`config.mk`:
```
export PLATFORM = sky130hd
export DESIGN_NAME = uart_tx_scheduler_flat
export DESIGN_NICKNAME = d
export VERILOG_FILES = /design/src/rtl/uart_tx_scheduler_if.sv /design/src/rtl/uart_tx_scheduler.sv /design/src/flat_wrapper.sv
export SDC_FILE = /design/constraint.sdc
export NUM_CORES = 1
export LEC_CHECK = 0
export CORE_MARGIN = 4
export CORE_UTILIZATION = 42
export DETAILED_ROUTE_END_ITERATION = 10
export GPL_ROUTABILITY_DRIVEN = 0
export PLACE_DENSITY = 0.75
export SLEW_MARGIN = 40
export SYNTH_ARGS = -nofsm -noshare
export SYNTH_HDL_FRONTEND = slang
export SYNTH_SLANG_ARGS = --single-unit
```
`constraint.sdc`:
```
create_clock -name clock -period 2.2 [get_ports clock]
set_clock_uncertainty 0.05 [all_clocks]
set_input_delay 0.66 -clock clock [delete_from_list [all_inputs] [get_ports clock]]
set_output_delay 0.66 -clock clock [all_outputs]
set_load 0.005 [all_outputs]
```
`src/rtl/uart_tx_scheduler_if.sv`:
```
// uart_tx_scheduler_if: requester, TX-shifter and status signals of the UART TX scheduler
interface uart_tx_scheduler_if #(parameter int NREQ = 4);
  logic [NREQ-1:0] req;
  logic [NREQ*8-1:0] req_data;
  logic [NREQ-1:0] ack;
  logic [3:0] bicS;
  logic clr_err;
  logic [7:0] dataOut;
  logic load;
  logic transmit;
  logic busy;
  logic timeout_err;
  modport master (output req, req_data, bicS, clr_err,
                  input ack, dataOut, load, transmit, busy, timeout_err);
  modport slave (input req, req_data, bicS, clr_err,
                 output ack, dataOut, load, transmit, busy, timeout_err);
endinterface

```
`src/rtl/uart_tx_scheduler.sv`:
```
// uart_tx_scheduler: round-robin sharing of one UART transmitter among NREQ byte producers.
// Define UART_TX_SCHED_FIXED_PRIO_EN for fixed lowest-index-wins priority instead.
module uart_tx_scheduler #(
  parameter int NREQ = 4,
  parameter logic [3:0] BIC_LAST = 4'd10,
  parameter int GAP_CYCLES = 4,
  parameter int TIMEOUT_CYC = 4096
) (
  input logic clock,
  input logic reset,
  uart_tx_scheduler_if.slave bus
);
  localparam int PW = $clog2(NREQ);
  localparam int WW = $clog2(TIMEOUT_CYC) + 1;
  localparam int GW = $clog2(GAP_CYCLES + 1);
  typedef enum logic [2:0] {IDLE, LOAD, ARM, SEND, GAP} state_t;
  state_t state, state_d;
  logic [7:0] data_q, data_d;
  logic load_q, load_d, tx_q, tx_d, busy_q, busy_d, err_q, err_d, err_set, found;
  logic [NREQ-1:0] ack_q, ack_d;
  logic [WW-1:0] wd, wd_d;
  logic [GW-1:0] gap_cnt, gap_d;
  logic [PW-1:0] g;
  logic [PW:0] cand;
`ifndef UART_TX_SCHED_FIXED_PRIO_EN
  logic [PW-1:0] rr_ptr, rr_d;
`endif
  always_comb begin
    found = 1'b0;
    g = '0;
    cand = '0;
    for (int i = 0; i < NREQ; i++) begin
`ifdef UART_TX_SCHED_FIXED_PRIO_EN
      cand = (PW+1)'(i);
`else
      cand = {1'b0, rr_ptr} + (PW+1)'(i);
      cand = cand >= (PW+1)'(NREQ) ? cand - (PW+1)'(NREQ) : cand;
`endif
      if (!found && bus.req[cand[PW-1:0]]) begin
        found = 1'b1;
        g = cand[PW-1:0];
      end
    end
  end
  always_comb begin
    state_d = state;
    data_d = data_q;
    load_d = load_q;
    tx_d = tx_q;
    busy_d = busy_q;
    ack_d = '0;
    wd_d = wd;
    gap_d = gap_cnt;
    err_set = 1'b0;
`ifndef UART_TX_SCHED_FIXED_PRIO_EN
    rr_d = rr_ptr;
`endif
    case (state)
      IDLE: if (found) begin
        state_d = LOAD;
        data_d = bus.req_data[{g, 3'b000} +: 8];
        ack_d[g] = 1'b1;
        load_d = 1'b0;
        busy_d = 1'b1;
`ifndef UART_TX_SCHED_FIXED_PRIO_EN
        rr_d = g == PW'(NREQ-1) ? '0 : g + 1'b1;
`endif
      end
      LOAD: begin
        state_d = ARM;
        load_d = 1'b1;
      end
      ARM: begin
        state_d = SEND;
        tx_d = 1'b1;
        wd_d = '0;
      end
      SEND: if (bus.bicS == BIC_LAST || wd == WW'(TIMEOUT_CYC-1)) begin
        // completion is checked first so a simultaneous timeout is not flagged
        err_set = bus.bicS != BIC_LAST;
        tx_d = 1'b0;
        state_d = GAP;
        gap_d = GW'(GAP_CYCLES);
      end else begin
        wd_d = wd + 1'b1;
      end
      GAP: begin
        gap_d = gap_cnt - 1'b1;
        state_d = gap_cnt == GW'(1) ? IDLE : GAP;
        busy_d = gap_cnt != GW'(1);
      end
      default: state_d = IDLE;
    endcase
    err_d = err_set | (err_q & ~bus.clr_err);
  end
  always_ff @(posedge clock or negedge reset) begin
    if (!reset) begin
      state <= IDLE;
      data_q <= 8'h2D;
      load_q <= 1'b1;
      tx_q <= 1'b0;
      busy_q <= 1'b0;
      err_q <= 1'b0;
      ack_q <= '0;
      wd <= '0;
      gap_cnt <= '0;
`ifndef UART_TX_SCHED_FIXED_PRIO_EN
      rr_ptr <= '0;
`endif
    end else begin
      state <= state_d;
      data_q <= data_d;
      load_q <= load_d;
      tx_q <= tx_d;
      busy_q <= busy_d;
      err_q <= err_d;
      ack_q <= ack_d;
      wd <= wd_d;
      gap_cnt <= gap_d;
`ifndef UART_TX_SCHED_FIXED_PRIO_EN
      rr_ptr <= rr_d;
`endif
    end
  end
  assign bus.dataOut = data_q;
  assign bus.load = load_q;
  assign bus.transmit = tx_q;
  assign bus.busy = busy_q;
  assign bus.timeout_err = err_q;
  assign bus.ack = ack_q;
endmodule

```
`src/flat_wrapper.sv`:
```
// flat-port wrapper written by rule: the top's interface ports become plain ports
module uart_tx_scheduler_flat 
#(
  parameter int NREQ = 4,
  parameter logic [3:0] BIC_LAST = 4'd10,
  parameter int GAP_CYCLES = 4,
  parameter int TIMEOUT_CYC = 4096
)
  (clock, reset, bus_req, bus_req_data, bus_bicS, bus_clr_err, bus_ack, bus_dataOut, bus_load, bus_transmit, bus_busy, bus_timeout_err);
  uart_tx_scheduler_if #(.NREQ(NREQ)) bus_i ();
  input logic clock;
  input logic reset;
  input wire logic [$bits(bus_i.req)-1:0] bus_req;
  input wire logic [$bits(bus_i.req_data)-1:0] bus_req_data;
  input wire logic [$bits(bus_i.bicS)-1:0] bus_bicS;
  input wire logic [$bits(bus_i.clr_err)-1:0] bus_clr_err;
  output wire logic [$bits(bus_i.ack)-1:0] bus_ack;
  output wire logic [$bits(bus_i.dataOut)-1:0] bus_dataOut;
  output wire logic [$bits(bus_i.load)-1:0] bus_load;
  output wire logic [$bits(bus_i.transmit)-1:0] bus_transmit;
  output wire logic [$bits(bus_i.busy)-1:0] bus_busy;
  output wire logic [$bits(bus_i.timeout_err)-1:0] bus_timeout_err;
  assign bus_i.req = bus_req;
  assign bus_i.req_data = bus_req_data;
  assign bus_i.bicS = bus_bicS;
  assign bus_i.clr_err = bus_clr_err;
  assign bus_ack = bus_i.ack;
  assign bus_dataOut = bus_i.dataOut;
  assign bus_load = bus_i.load;
  assign bus_transmit = bus_i.transmit;
  assign bus_busy = bus_i.busy;
  assign bus_timeout_err = bus_i.timeout_err;
  uart_tx_scheduler #(.NREQ(NREQ), .BIC_LAST(BIC_LAST), .GAP_CYCLES(GAP_CYCLES), .TIMEOUT_CYC(TIMEOUT_CYC)) u_core (.clock(clock), .reset(reset), .bus(bus_i));
endmodule
```
# After elaboration in Yosys (flattened, before gate mapping)
# Cells that the tools add are included.
word_totals:
  register_bits: 37
  input_bits: 43
  out_inout_bits: 16
  wordCells: 107
classes:
  n_addsub: 10
  n_lt_le_gt_ge: 10
  n_eq_ne: 13
  shift: 1
  n_mux: 40
  bitwise_logic: 3
  n_reduce_logical: 20
ops:
  columns: ["operator", "count"]
  rows:
  - ["$shiftx A32 B6 Y8", 1]
  - ["$pmux W13 S2", 1]
  - ["$mux W2", 9]
  - ["$lt A2 B3 Y1 const B", 5]
  - ["$pmux W3 S5", 1]
  - ["$mux W1", 14]
  - ["$reduce_and A2 Y1", 7]
  - ["$add A13 B1 Y13 const B", 1]
  - ["$eq A13 B12 Y1 const B", 1]
  - ["$mux W13", 1]
  - ["$ge A3 B3 Y1 const B", 3]
  - ["$mux W3", 3]
  - ["$bmux W1 S2", 4]
  - ["$mux W4", 2]
  - ["$reduce_bool A2 Y1", 4]
  - ["$sub A2 B1 Y2 const B", 4]
  - ["$add A2 B2 Y3 const B", 2]
  - ["$eq A3 B1 Y1 const B", 2]
  - ["$eq A3 B2 Y1 const B", 2]
  - ["$pmux W1 S2", 3]
  - ["$pmux W3 S2", 1]
  - ["$eq A4 B4 Y1 const B", 1]
  - ["$logic_and A1 B1 Y1", 4]
  - ["$ne A2 B1 Y1 const B", 2]
  - ["17 further kinds", 19]

# Longest topological paths before layout
logic_depth:
  depth_word: 20
  ltp_mapped: 8
  depth_no_buf: 7

# Worst setup path after synthesis
# OpenSTA, ideal clock, no wires.
synth_path:
  kind: "in2reg"
  from: "in bus_req[0]"
  to: "reg u_core.rr_ptr[1]"
  setup_ps: 125
  arrival_ps: 2225
  t_required_ps: 2025
  slack_ps: -200
  cell_stages: 7
  n_path_buf: 2
  path_cell_list: "or3b_2 > o221ai_1 > buf_2 > buf_4 > inv_1 > ha_1 > mux2_2"
synth_between:
  elab_chain_cells: 14
  word_cells_on_any_way: 26
  classes_between: "add/sub: 1; eq/ne: 1; mux: 17; reduce/logical: 7"
synth_rtl:
  columns: ["element", "line_no", "rtl"]
  rows:
  - ["from (decl)", "flat_wrapper.sv:13", "input wire logic [$bits(bus_i.req)-1:0] bus_req;"]
  - ["$bmux W1 S2", "uart_tx_scheduler.sv:39", "if (!found && bus.req[cand[PW-1:0]]) begin"]
  - ["$mux W1 (implied by the code)", "uart_tx_scheduler.sv:39", null]
  - ["$mux W1", "uart_tx_scheduler.sv:39", null]
  - ["$logic_not A1 Y1", "uart_tx_scheduler.sv:39", null]
  - ["$logic_and A1 B1 Y1", "uart_tx_scheduler.sv:39", null]
  - ["$mux W1", "uart_tx_scheduler.sv:39", null]
  - ["$logic_not A1 Y1", "uart_tx_scheduler.sv:39", null]
  - ["$logic_and A1 B1 Y1", "uart_tx_scheduler.sv:39", null]
  - ["$mux W1", "uart_tx_scheduler.sv:39", null]
  - ["$logic_not A1 Y1", "uart_tx_scheduler.sv:39", null]
  - ["$logic_and A1 B1 Y1", "uart_tx_scheduler.sv:39", null]
  - ["$mux W2", "uart_tx_scheduler.sv:39", null]
  - ["$add A2 B1 Y2 / $eq A2 B2 Y1 (equally long branches)", "uart_tx_scheduler.sv:66", "rr_d = g == PW'(NREQ-1) ? '0 : g + 1'b1;"]
  - ["$mux W2", "uart_tx_scheduler.sv:66", null]
  - ["to (signal assigned)", "uart_tx_scheduler.sv:121", "rr_ptr <= rr_d;"]
  - ["to (decl)", "uart_tx_scheduler.sv:26", "logic [PW-1:0] rr_ptr, rr_d;"]
# Parallel ways exist; a longest one is shown, timed or not. The select of a mux whose other input is x is not followed.
# A chain may end at the register's enable or synchronous reset.

# Worst setup path after layout
layout_path:
  from: "in bus_bicS[1]"
  to: "reg u_core.wd[11]"
layout_between:
  elab_chain_cells: 4
layout_rtl:
  columns: ["element", "line_no", "rtl"]
  rows:
  - ["from (decl)", "flat_wrapper.sv:15", "input wire logic [$bits(bus_i.bicS)-1:0] bus_bicS;"]
  - ["$eq A4 B4 Y1", "uart_tx_scheduler.sv:78", "SEND: if (bus.bicS == BIC_LAST || wd == WW'(TIMEOUT_CYC-1)) begin"]
  - ["$logic_or A1 B1 Y1", "uart_tx_scheduler.sv:78", null]
  - ["$ne A2 B2 Y1 (no source line)", null, null]
  - ["$reduce_and A2 Y1 (no source line)", null, null]
  - ["to (signal assigned)", "uart_tx_scheduler.sv:118", "wd <= wd_d;"]
  - ["to (decl)", "uart_tx_scheduler.sv:21", "logic [WW-1:0] wd, wd_d;"]
# No other way between the ends.

==> summary.txt <==
Reg2Reg Depth: 6
share of cells above drive strength 1: 21.7%
status: finished clean
die boundary width: 76.9 um
DRC violation count after routing: 0
Diodes inserted: 0
Syn Area/Cell: 9.82 um^2
slowest stage cell, crit path: or4_1
Initial Util: 44.5%
total grt overflow: 0
kind of critical path: primary input to flip-flop
clock sink count: 37
WL met2: 2510 um
Post-Syn Instances: 203
final cell count without fillers: 347
Crit path depth: 6
latest clock arrival within the worst-skew pair: 0.29 ns
crit path max fanout: 5
Syn-to-layout area delta: 57.3%
M1 wire length: 2460 um
CP Capture Type: flip-flop
H-tree level count: 2
Cell Area, Synth: 1990 um^2
1st-pass router iterations: 4
crit path capture: u_core.wd[11]$_DFFE_PN0P_
Final Hold Vio Count: 0
via count: 1,887
flops & latches, synth: 37
setup TNS: 0 ns
Detailed Place HPWL: 3590 um
Ys Warns: 0
DP Worst Slack: -0.436 ns
RR Endpoint: u_core.wd[11]$_DFFE_PN0P_
CP top delay family: simple AND/OR/NAND/NOR gates
Rel. slew slack: 70.3%
Slew @ Worst Pin: 0.444 ns
worst reg2reg setup slack: 0.14 ns
initial antenna violation count: 0
worst-case clock buffer depth: 2
Final WS setup: 0.0690 ns
RSZ-0062 raised after global routing: false
post-layout util: 70.1%
min cycle time layout: 2.13 ns
I/O pin count: 59
VDD IR max: 0.594 mV
row cnt: 24
Nets: 341
Pwr Density: 1080 nW/um^2
Leakage: 1.43 nW
CP Launch Type: primary input
core region area: 4470 um^2
Routed Antenna Nets: 0
Highest Signal Layer: met4
fmax: 469 MHz
Async SR Flop Fraction: 100%
DIE AREA: 5910 um^2
first-pass GRT wire length: 9460 um
Slew Viols, Final: 0
Max Cap Viol: 0
gr usage total: 19.7%
Post-Route WL: 5400 um
PortBufs: 58
synth unique cells: 41
largest net degree at the start of global routing: 38
worst setup path start: bus_bicS[1]
Synth Flop Type: dfrtp_1
vias in the first global route: 1,978
WP data arrival: 2.30 ns
largest stage delay on the critical path: 0.47 ns
Worst-path clk slew: 0.08 ns
drt wl/cell: 15.6 um
buffer and inverter count on the worst path: 1
reg2reg start: u_core.wd[0]$_DFFE_PN0P_
Placed Cells incl. Taps: 325
Tcrit/Tclk final: 96.9%
post-DR vias/cell: 5.44
Post-CTS Hold Buffers: 0
clk root buf: clkbuf_8
die height: 76.9 um
# setup viols final: 0
met3 routed WL: 379 um
Detailed Route Iter0 Violations: 65
CTS tree: yes
Worst Hold Class: primary input to async pin
Num CTS Buffers: 5
worst-path cell chain: clkdlybuf4s50_1, nor4bb_4, or2_4, a21o_1, or4_1, a21oi_1
Post-synth EDFFs: 0
syn nets: 250
worst path required time: 2.37 ns
register area share after synthesis: 46.8%
## flip-flops by register name, summed over array words and instances (netlist names)
register                cells
u_core.bus.load             1
u_core.bus.transmit         1
u_core.gap_cnt              3
u_core.wd                  13
u_core.rr_ptr               2
u_core.bus.ack              4
u_core.state                3
u_core.bus.timeout_err      1
u_core.bus.dataOut          8
u_core.bus.busy             1
## cells in the final DEF, fill, tap and decap left out, types with 2 or more instances in the layout
cell             synthesis  routed
o31ai_1                  2       2
buf_12                   0       6
a21o_1                   3       3
xnor2_1                  4       4
inv_1                   10       9
nand2_1                 18      18
clkbuf_8                 0       5
clkdlybuf4s50_1          0      53
or4_4                    0       2
nor3_1                  20      20
a21oi_1                 10       9
buf_6                    2       3
mux2i_1                 19      18
and3_1                   2       2
dlygate4sd2_1            0       4
clkinv_2                 0       2
nand3_1                  4       4
buf_4                    2      25
dfstp_2                  5       5
o21ai_1                  0       3
ha_1                     4       4
a211o_1                  8       8
nand4_1                  5       5
nand3b_1                 2       2
buf_16                   0       3
dfrtp_1                 32      32
and2_1                   4       4
nor2_1                  10      10
o21ai_0                  9       6
## per-stage QoR
stage | hold slack (ns) | total power (W) | area (um^2)
after detailed placement | 0.429 | 0.00253 | 2810
after global placement | 0.420 | 0.00249 | 2810
after floorplan | 0.314 | 0.00187 | 2020
final | 0.275 | 0.00339 | 3130
after CTS | 0.273 | 0.00335 | 3090
after global routing | 0.292 | 0.00364 | 3130
## cell families (layout without fill, tap and decap cells)
| group | after synthesis | after routing | synth area share [%] |
|---|---|---|---|
| and+or+nand+nor | 75 | 75 | 19.3 |
| DFF | 37 | 37 | 46.8 |
| muxes | 21 | 21 | 10.7 |
| xor gates and xnor gates | 5 | 5 | 2.20 |
| AOI/OAI and AO/OA | 40 | 40 | 13.4 |
| buffers and inverters | 21 | 113 | 5.15 |
| adders and majority gates | 4 | 4 | 2.51 |
## synth_stat cells (2+ instances only)
cell	instances	area, um^2
inv_1	10	37.5
mux2_2	2	22.5
or4_1	3	22.5
ha_1	4	50.1
a21o_1	3	22.5
and3_1	2	12.5
xnor2_1	4	35.0
dfrtp_1	32	801
a211o_1	8	70.1
clkbuf_1	5	18.8
buf_6	2	22.5
nand2_1	18	67.6
o21ai_0	9	45.0
nand3_1	4	20.0
dfstp_2	5	131
nand4_1	5	31.3
buf_4	2	15.0
mux2i_1	19	190
o22ai_1	2	12.5
and2_1	4	25.0
nor2_1	10	37.5
o31ai_1	2	15.0
nand3b_1	2	15.0
nor3_1	20	100
a21oi_1	10	50.1
## per-layer routing
layer | GRT usage, % | vias to the layer above
li1 | - | 916
met1 | 26.1 | 895
met2 | 31.7 | 69
met3 | 5.50 | 7
met4 | 5.07 | 0
met5 | 0 | -
## final cells by class
cell class              count  area, um^2
fillers                   310        1340
multi-input cells         145        1020
repair buffers             95         995
flip-flops and latches     37         932
clock buffers               6        72.6
well taps                  52        65.1
inverters                  10        37.5
clock inverters             2        10.0
## report_power, final
| part | leakage (nW) | internal, W | switching (W) | total (W) |
|---|---|---|---|---|
| clock | 0.0450 | 0.000220 | 0.000236 | 0.000455 |
| sequential | 0.465 | 0.000912 | 0.000150 | 0.00106 |
| combinational | 0.924 | 0.00112 | 0.000759 | 0.00188 |
| total | 1.43 | 0.00225 | 0.00114 | 0.00339 |
## what timing repair did
item,4_1_cts,5_1_grt
resized for setup,15,9
endpoints found under the setup margin,11,6
cloned,3,0
pin swaps,6,6
setup buffers,10,1
## worst min path at each step
| stage | from | cells after the start | slack, ns | end |
|---|---|---|---|---|
| 2_1_floorplan | reset | 0 | 0.31 | u_core.bus.ack[0]$_DFF_PN0_ |
| 3_3_place_gp | u_core.bus.transmit$_DFFE_PN0P_ | 1 | 0.42 | u_core.bus.transmit$_DFFE_PN0P_ |
| 3_5_place_dp | u_core.bus.dataOut[7]$_DFFE_PN0P_ | 1 | 0.43 | u_core.bus.dataOut[7]$_DFFE_PN0P_ |
| 4_1_cts | reset | 2 | 0.27 | u_core.wd[11]$_DFFE_PN0P_ |
| 5_1_grt | reset | 2 | 0.29 | u_core.bus.timeout_err$_DFF_PN0_ |
| 6_report | reset | 2 | 0.27 | u_core.wd[11]$_DFFE_PN0P_ |
Power figures use the tool's default switching activity.
==> RTL change 1 (same flow settings) <==
The 5 states of `state_t` get a one-hot encoding in 5 bits.
--- a/src/rtl/uart_tx_scheduler.sv
+++ b/src/rtl/uart_tx_scheduler.sv
@@ -13,7 +13,7 @@
   localparam int PW = $clog2(NREQ);
   localparam int WW = $clog2(TIMEOUT_CYC) + 1;
   localparam int GW = $clog2(GAP_CYCLES + 1);
-  typedef enum logic [2:0] {IDLE, LOAD, ARM, SEND, GAP} state_t;
+  typedef enum logic [4:0] {IDLE = 5'b00001, LOAD = 5'b00010, ARM = 5'b00100, SEND = 5'b01000, GAP = 5'b10000} state_t;
   state_t state, state_d;
   logic [7:0] data_q, data_d;
   logic load_q, load_d, tx_q, tx_d, busy_q, busy_d, err_q, err_d, err_set, found;
Behaviour: no difference found for any inputs over 10 cycles, from zero or initial values and one cycle with reset low; not proved beyond that.
==> RTL change 1 against the original RTL <==
Sequential cell count is 2 higher. Via count is 6.0% higher. Synthesized area is 9.7% higher. Routed wire length is 5.8% lower. Combinational power is 20% lower. Critical endpoint is now u_core.bus.dataOut[4]. Die area is 8.6% higher. Total power is 5.3% lower. Final area is 0.64% higher. Worst setup slack worse by 0.0082 ns.
==> RTL change 1: results (changes against the original RTL) <==
| Metric | Value |
|---|---|
| IO Port Bufs | 58 (unchanged) |
| Clock latency on the worst-skew pair | 0.28 ns |
| Global-route wire length before repair | 8670 um (was 9460 um) |
| Pre-CTS setup slack | -0.304 ns (was -0.436 ns) |
| DP Wirelength | 4050 um (was 3590 um) |
| Cells after DPL | 381 (was 325) |
| Clock slew seen by the registers of the worst setup and hold paths | 0.07 ns |
| Routed WL | 5090 um (was 5400 um) |
| DR WL met3 | 304 um (was 379 um) |
| Sw frac | 34.8% (was 33.7%) |
| Max FO, Critical Path | 8 (was 5) |
| Post-Layout Cell Count | 389 (was 347) |
| Top Layer Used | met4 (unchanged) |
| Worst-Margin Slew | 0.475 ns (was 0.444 ns) |
| Top reg by flops | u_core.wd (unchanged) |
| Largest net degree at the start of global routing | 40 (was 38) |
| IR drop worst, VDD | 0.497 mV (was 0.594 mV) |
| Synth unique cells | 47 (was 41) |
| Ant. Diodes | 0 (unchanged) |
| Dominant cells by area after synthesis | dfrtp_1 (38%), dfstp_2 (7.2%), a211oi_1 (5.5%) (was dfrtp_1 (40%), mux2i_1 (9.5%), dfstp_2 (6.6%)) |
| R2r startpoint | u_core.state[4] (was u_core.wd[0]) |
| H-Tree Depth | 2 (unchanged) |
| Beginning of the critical path | bus_req[1] (was bus_bicS[1]) |
| R2R cell count | 5 (was 6) |
| Critical Path AT | 2.28 ns (was 2.30 ns) |
| Sequential cell area fraction in the yosys report | 45.0% (was 46.8%) |
| Final nets | 368 (was 341) |
| Setup Fix Bufs, Post-CTS | 0 (was 10) |
| M1 WL | 2230 um (was 2460 um) |
| FILL cells | 430 (was 310) |
| Static Leak | 1.39 nW (was 1.43 nW) |
| Synth cell count leaders | dfrtp_1 (33), nand2_1 (26), nor2_1 (26) (was dfrtp_1 (32), nor3_1 (20), mux2i_1 (19)) |
| Total CTS buffers | 5 (unchanged) |
| Number of global-route vias before repair | 2,041 (was 1,978) |
| Root buffer cell | clkbuf_8 (unchanged) |
| Post-synth net total | 279 (was 250) |
| Drt initial violations | 137 (was 65) |
| Via-to-Cell Ratio | 5.14 (was 5.44) |
| Cells after Synth | 232 (was 203) |
| Largest register FFs | 13 (unchanged) |
| Worst Hold Class | input pin to async pin (unchanged) |
| Ratio of cells with drive above 1 in the final layout | 17.1% (was 21.7%) |
| Async set-or-reset flop fraction in the synthesized netlist | 100% (unchanged) |
| GRT Total Usage | 16.7% (was 19.7%) |
| Initial antenna violation count | 0 (unchanged) |
| WL met2 | 2510 um (about the same) |
| Status | finished clean (unchanged) |
| Yosys warns | 0 (unchanged) |
==> RTL change 1: cell types whose count changed in the layout (fill, tap and decap cells not counted), sizes merged, moves of 4 or more <==
cell,delta
nor2,+16
mux2i,-8
nor4,+6
a211o,-8
buf,-9
a211oi,+16
nand3,+4
nand2,+8
nor3,-4
nand2b,+6
o21ai,-4
dlygate4sd2,-4
==> RTL change 1: power by group through the flow <==
| stage | logic [W] | registers (W) | clock network [W] |
|---|---|---|---|
| final | 0.00150 | 0.00119 | 0.000522 |
| after floorplan | 0.000839 | 0.00115 | 0 |
| after global placement | 0.00146 | 0.00119 | 0 |
| after detailed placement | 0.00149 | 0.00120 | 0 |
| after CTS | 0.00150 | 0.00119 | 0.000545 |
| after global routing | 0.00166 | 0.00123 | 0.000573 |
==> RTL change 1: critical path: stages <==
cell	delay (ns)
clkdlybuf4s50_1	0.45
or4_4	0.56
nand2b_4	0.11
inv_4	0.05
o21ai_4	0.10
a211oi_1	0.09
a211oi_1	0.25
==> RTL change 1: layer usage <==
layer	GRT usage [%]	vias to the layer above
met2	30.5	52
met1	19.7	929
met5	0	-
li1	-	1015
met3	4.26	5
met4	3.55	0
==> RTL change 1: timing repair <==
action	4_1_cts	5_1_grt
pin swaps	1	3
gates resized for setup	0	6
cloned	0	0
setup endpoints to repair	1	11
==> RTL change 1: final cells by class <==
class	instances	area [um^2]	share of cell area, %
clock buffers	7	96.3	3.05
clock inverters	1	7.51	0.238
repair buffers	86	791	25.1
multi-input cells	178	1150	36.4
well taps	67	83.8	2.66
flip-flops and latches	39	983	31.2
inverters	11	43.8	1.39
==> RTL change 1: metrics by stage <==
stage	TNS, ns	instance area [um^2]
2_1_floorplan	0	2190
3_3_place_gp	-2.54	3030
3_5_place_dp	-3.96	3030
4_1_cts	0	3130
5_1_grt	0	3150
6_report	0	3150
==> RTL change 1: logic make-up (layout without fill, tap and decap cells) <==
| kind of cell | Yosys count | in the layout | share of synthesized area [%] |
|---|---|---|---|
| flops | 39 | 39 | 45.0 |
| fa+ha+maj | 4 | 4 | 2.29 |
| buf+inv | 15 | 105 | 3.26 |
| xor+xnor | 7 | 7 | 2.80 |
| compound gates | 44 | 44 | 14.1 |
| mux | 11 | 11 | 5.04 |
| simple gates | 112 | 112 | 27.5 |
==> RTL change 1: worst paths after layout <==
kind	to	slack (ns)
setup / recovery	u_core.bus.dataOut[4]	0.06
hold / removal	u_core.wd[2]	0.37
setup reg to reg	u_core.wd[11]	0.39
hold reg to reg	u_core.wd[12]	0.46
max in group asynchronous	u_core.bus.load	1.38
min in group clock	u_core.wd[12]	0.46
==> RTL change 2 (same flow settings) <==
Made on the original files. `GAP_CYCLES` is set to 4 in 2 places; all go to 8.
--- a/src/rtl/uart_tx_scheduler.sv
+++ b/src/rtl/uart_tx_scheduler.sv
@@ -3,7 +3,7 @@
 module uart_tx_scheduler #(
   parameter int NREQ = 4,
   parameter logic [3:0] BIC_LAST = 4'd10,
-  parameter int GAP_CYCLES = 4,
+  parameter int GAP_CYCLES = 8,
   parameter int TIMEOUT_CYC = 4096
 ) (
   input logic clock,
--- a/src/flat_wrapper.sv
+++ b/src/flat_wrapper.sv
@@ -3,7 +3,7 @@
 #(
   parameter int NREQ = 4,
   parameter logic [3:0] BIC_LAST = 4'd10,
-  parameter int GAP_CYCLES = 4,
+  parameter int GAP_CYCLES = 8,
   parameter int TIMEOUT_CYC = 4096
 )
   (clock, reset, bus_req, bus_req_data, bus_bicS, bus_clr_err, bus_ack, bus_dataOut, bus_load, bus_transmit, bus_busy, bus_timeout_err);
Function: changed (Yosys sat finds a counterexample within 10 cycles, from zero or initial values and one cycle with reset low).
==> RTL change 2 against the original RTL <==
Synthesized area grew 4.8%. Sequential power grew 6%. Routed wire length shrank 1.6%. Final cell count grew 2.6%. Critical path depth is the same. Worst setup slack lost 0.012 ns. Fmax shrank 0.57%. Register-to-register slack gained 0.06 ns. Sequential cell count grew 1. Via count shrank 3.3%. Final area shrank 4.3%. Total power shrank 8.9%. Critical path type unchanged. Count of clock-buffer cells in the layout is the same.
==> RTL change 2: results (changes against the original RTL) <==
| Metric | Value |
|---|---|
| Max FO, Critical Path | 23 (was 5) |
| Worst slew margin relative to its limit | 69.4% (was 70.3%) |
| Global-route wire length before repair | 8810 um (was 9460 um) |
| Mux contribution to synthesized area | 9.83% (was 10.7%) |
| Final nets | 335 (was 341) |
| WL/cell | 14.9 um (was 15.6 um) |
| DP Wirelength | 3890 um (was 3590 um) |
| Post-DP Area | 0.00284 mm^2 (was 0.00281 mm^2) |
| Critical Path AT | 2.27 ns (was 2.30 ns) |
| Post-synth net total | 259 (was 250) |
| Largest register FFs | 13 (unchanged) |
| Sequential cell area fraction in the yosys report | 45.8% (was 46.8%) |
| H-Tree Depth | 2 (unchanged) |
| Synth cell count leaders | dfrtp_1 (33), nor3_1 (25), nand2_1 (22) (was dfrtp_1 (32), nor3_1 (20), mux2i_1 (19)) |
| Via-to-Cell Ratio | 5.13 (was 5.44) |
| XOR/XNOR Fraction of Synth Area | 4.19% (was 2.20%) |
| Top reg by flops | u_core.wd (unchanged) |
| Dominant cells by area after synthesis | dfrtp_1 (40%), mux2i_1 (9.1%), dfstp_2 (6.3%) (was dfrtp_1 (40%), mux2i_1 (9.5%), dfstp_2 (6.6%)) |
| Status | finished clean (unchanged) |
| Compound-Gate Fraction of Synth Area | 10.4% (was 13.4%) |
| Pre-CTS setup slack | -0.333 ns (was -0.436 ns) |
| Synth unique cells | 43 (was 41) |
| Max Root-Sink Buffers | 2 (unchanged) |
| GRT Total Usage | 18.1% (was 19.7%) |
| Static Leak | 1.37 nW (was 1.43 nW) |
| Largest net degree at the start of global routing | 24 (was 38) |
| Ant. Diodes | 0 (unchanged) |
| Number of global-route vias before repair | 1,777 (was 1,978) |
| Drt initial violations | 70 (was 65) |
| Largest family of logic cells by synthesized area | simple AND/OR/NAND/NOR gates (unchanged) |
-- RTL change 2: cell count changes in the layout (fill, tap and decap cells not counted), sizes merged, moves of 3 or more --
cell   delta
nor2      +5
nand2     +4
nor4      +3
nand3     +3
buf      -18
a21oi     -4
nor3      +5
xnor2     +6
-- RTL change 2: cell type report --
class | instances | area (um^2)
Inverter | 11 | 41.3
Timing Repair Buffer | 77 | 777
Tap cell | 67 | 83.8
Multi-Input combinational cell | 155 | 1040
Sequential cell | 38 | 957
Fill cell | 403 | 1760
Clock inverter | 2 | 12.5
Clock buffer | 6 | 82.6
-- RTL change 2: logic make-up (layout without fill, tap and decap cells) --
group                      count (synthesis)  in the layout
DFF                                       38             38
AOI/OAI and AO/OA                         30             30
xor gates and xnor gates                  10             10
buffers and inverters                     19             96
muxes                                     20             20
adders and majority gates                  4              4
and+or+nand+nor                           91             91
-- RTL change 2: repair_timing --
item	4_1_cts	5_1_grt
setup endpoints to repair	9	1
cloned	1	0
gates resized for setup	7	2
buffers inserted	1	0
pin swaps	1	1
-- RTL change 2: path summary, 6_finish.rpt --
path | slack [ns] | end | start | depth (start not counted)
worst max register to register | 0.20 | u_core.bus.dataOut[4] | u_core.rr_ptr[1] | 7
worst min register to register | 0.43 | u_core.bus.transmit | u_core.bus.transmit | 2
worst max-delay path | 0.06 | u_core.bus.dataOut[1] | bus_req[2] | 6
min in group clock | 0.43 | u_core.bus.transmit | u_core.bus.transmit | 2
max in group asynchronous | 1.25 | u_core.bus.load | reset | 2
worst min-delay path | 0.25 | u_core.bus.dataOut[7] | reset | 1
-- RTL change 2: layer usage --
metal,part of all wire (%),GRT usage (%)
met1,42,23.4
met5,0,0
met2,53,29.9
met4,1.9,6.47
met3,3.8,3.90
-- RTL change 2: critical path, cell delays in order --
cell and delay, ns:
clkdlybuf4s50_1 0.43, or4_4 0.57, nand3b_2 0.11, buf_12 0.16, nor3_1 0.06, a211o_1 0.27
-- RTL change 2: per-stage QoR --
stage / std cells / power [W] / hold WS (ns)
2_1_floorplan: 212 / 0.00192 / 0.314
3_3_place_gp: 346 / 0.00243 / 0.415
4_1_cts: 356 / 0.00311 / 0.263
6_report: 356 / 0.00309 / 0.254
5_1_grt: 356 / 0.00331 / 0.265
3_5_place_dp: 346 / 0.00249 / 0.419
-- RTL change 2: report_power, final --
group / internal, W / leakage [nW] / switching (W)
registers: 0.000938 / 0.478 / 0.000179
clock network: 0.000252 / 0.0472 / 0.000255
logic: 0.000813 / 0.840 / 0.000656
total: 0.00200 / 1.37 / 0.00109
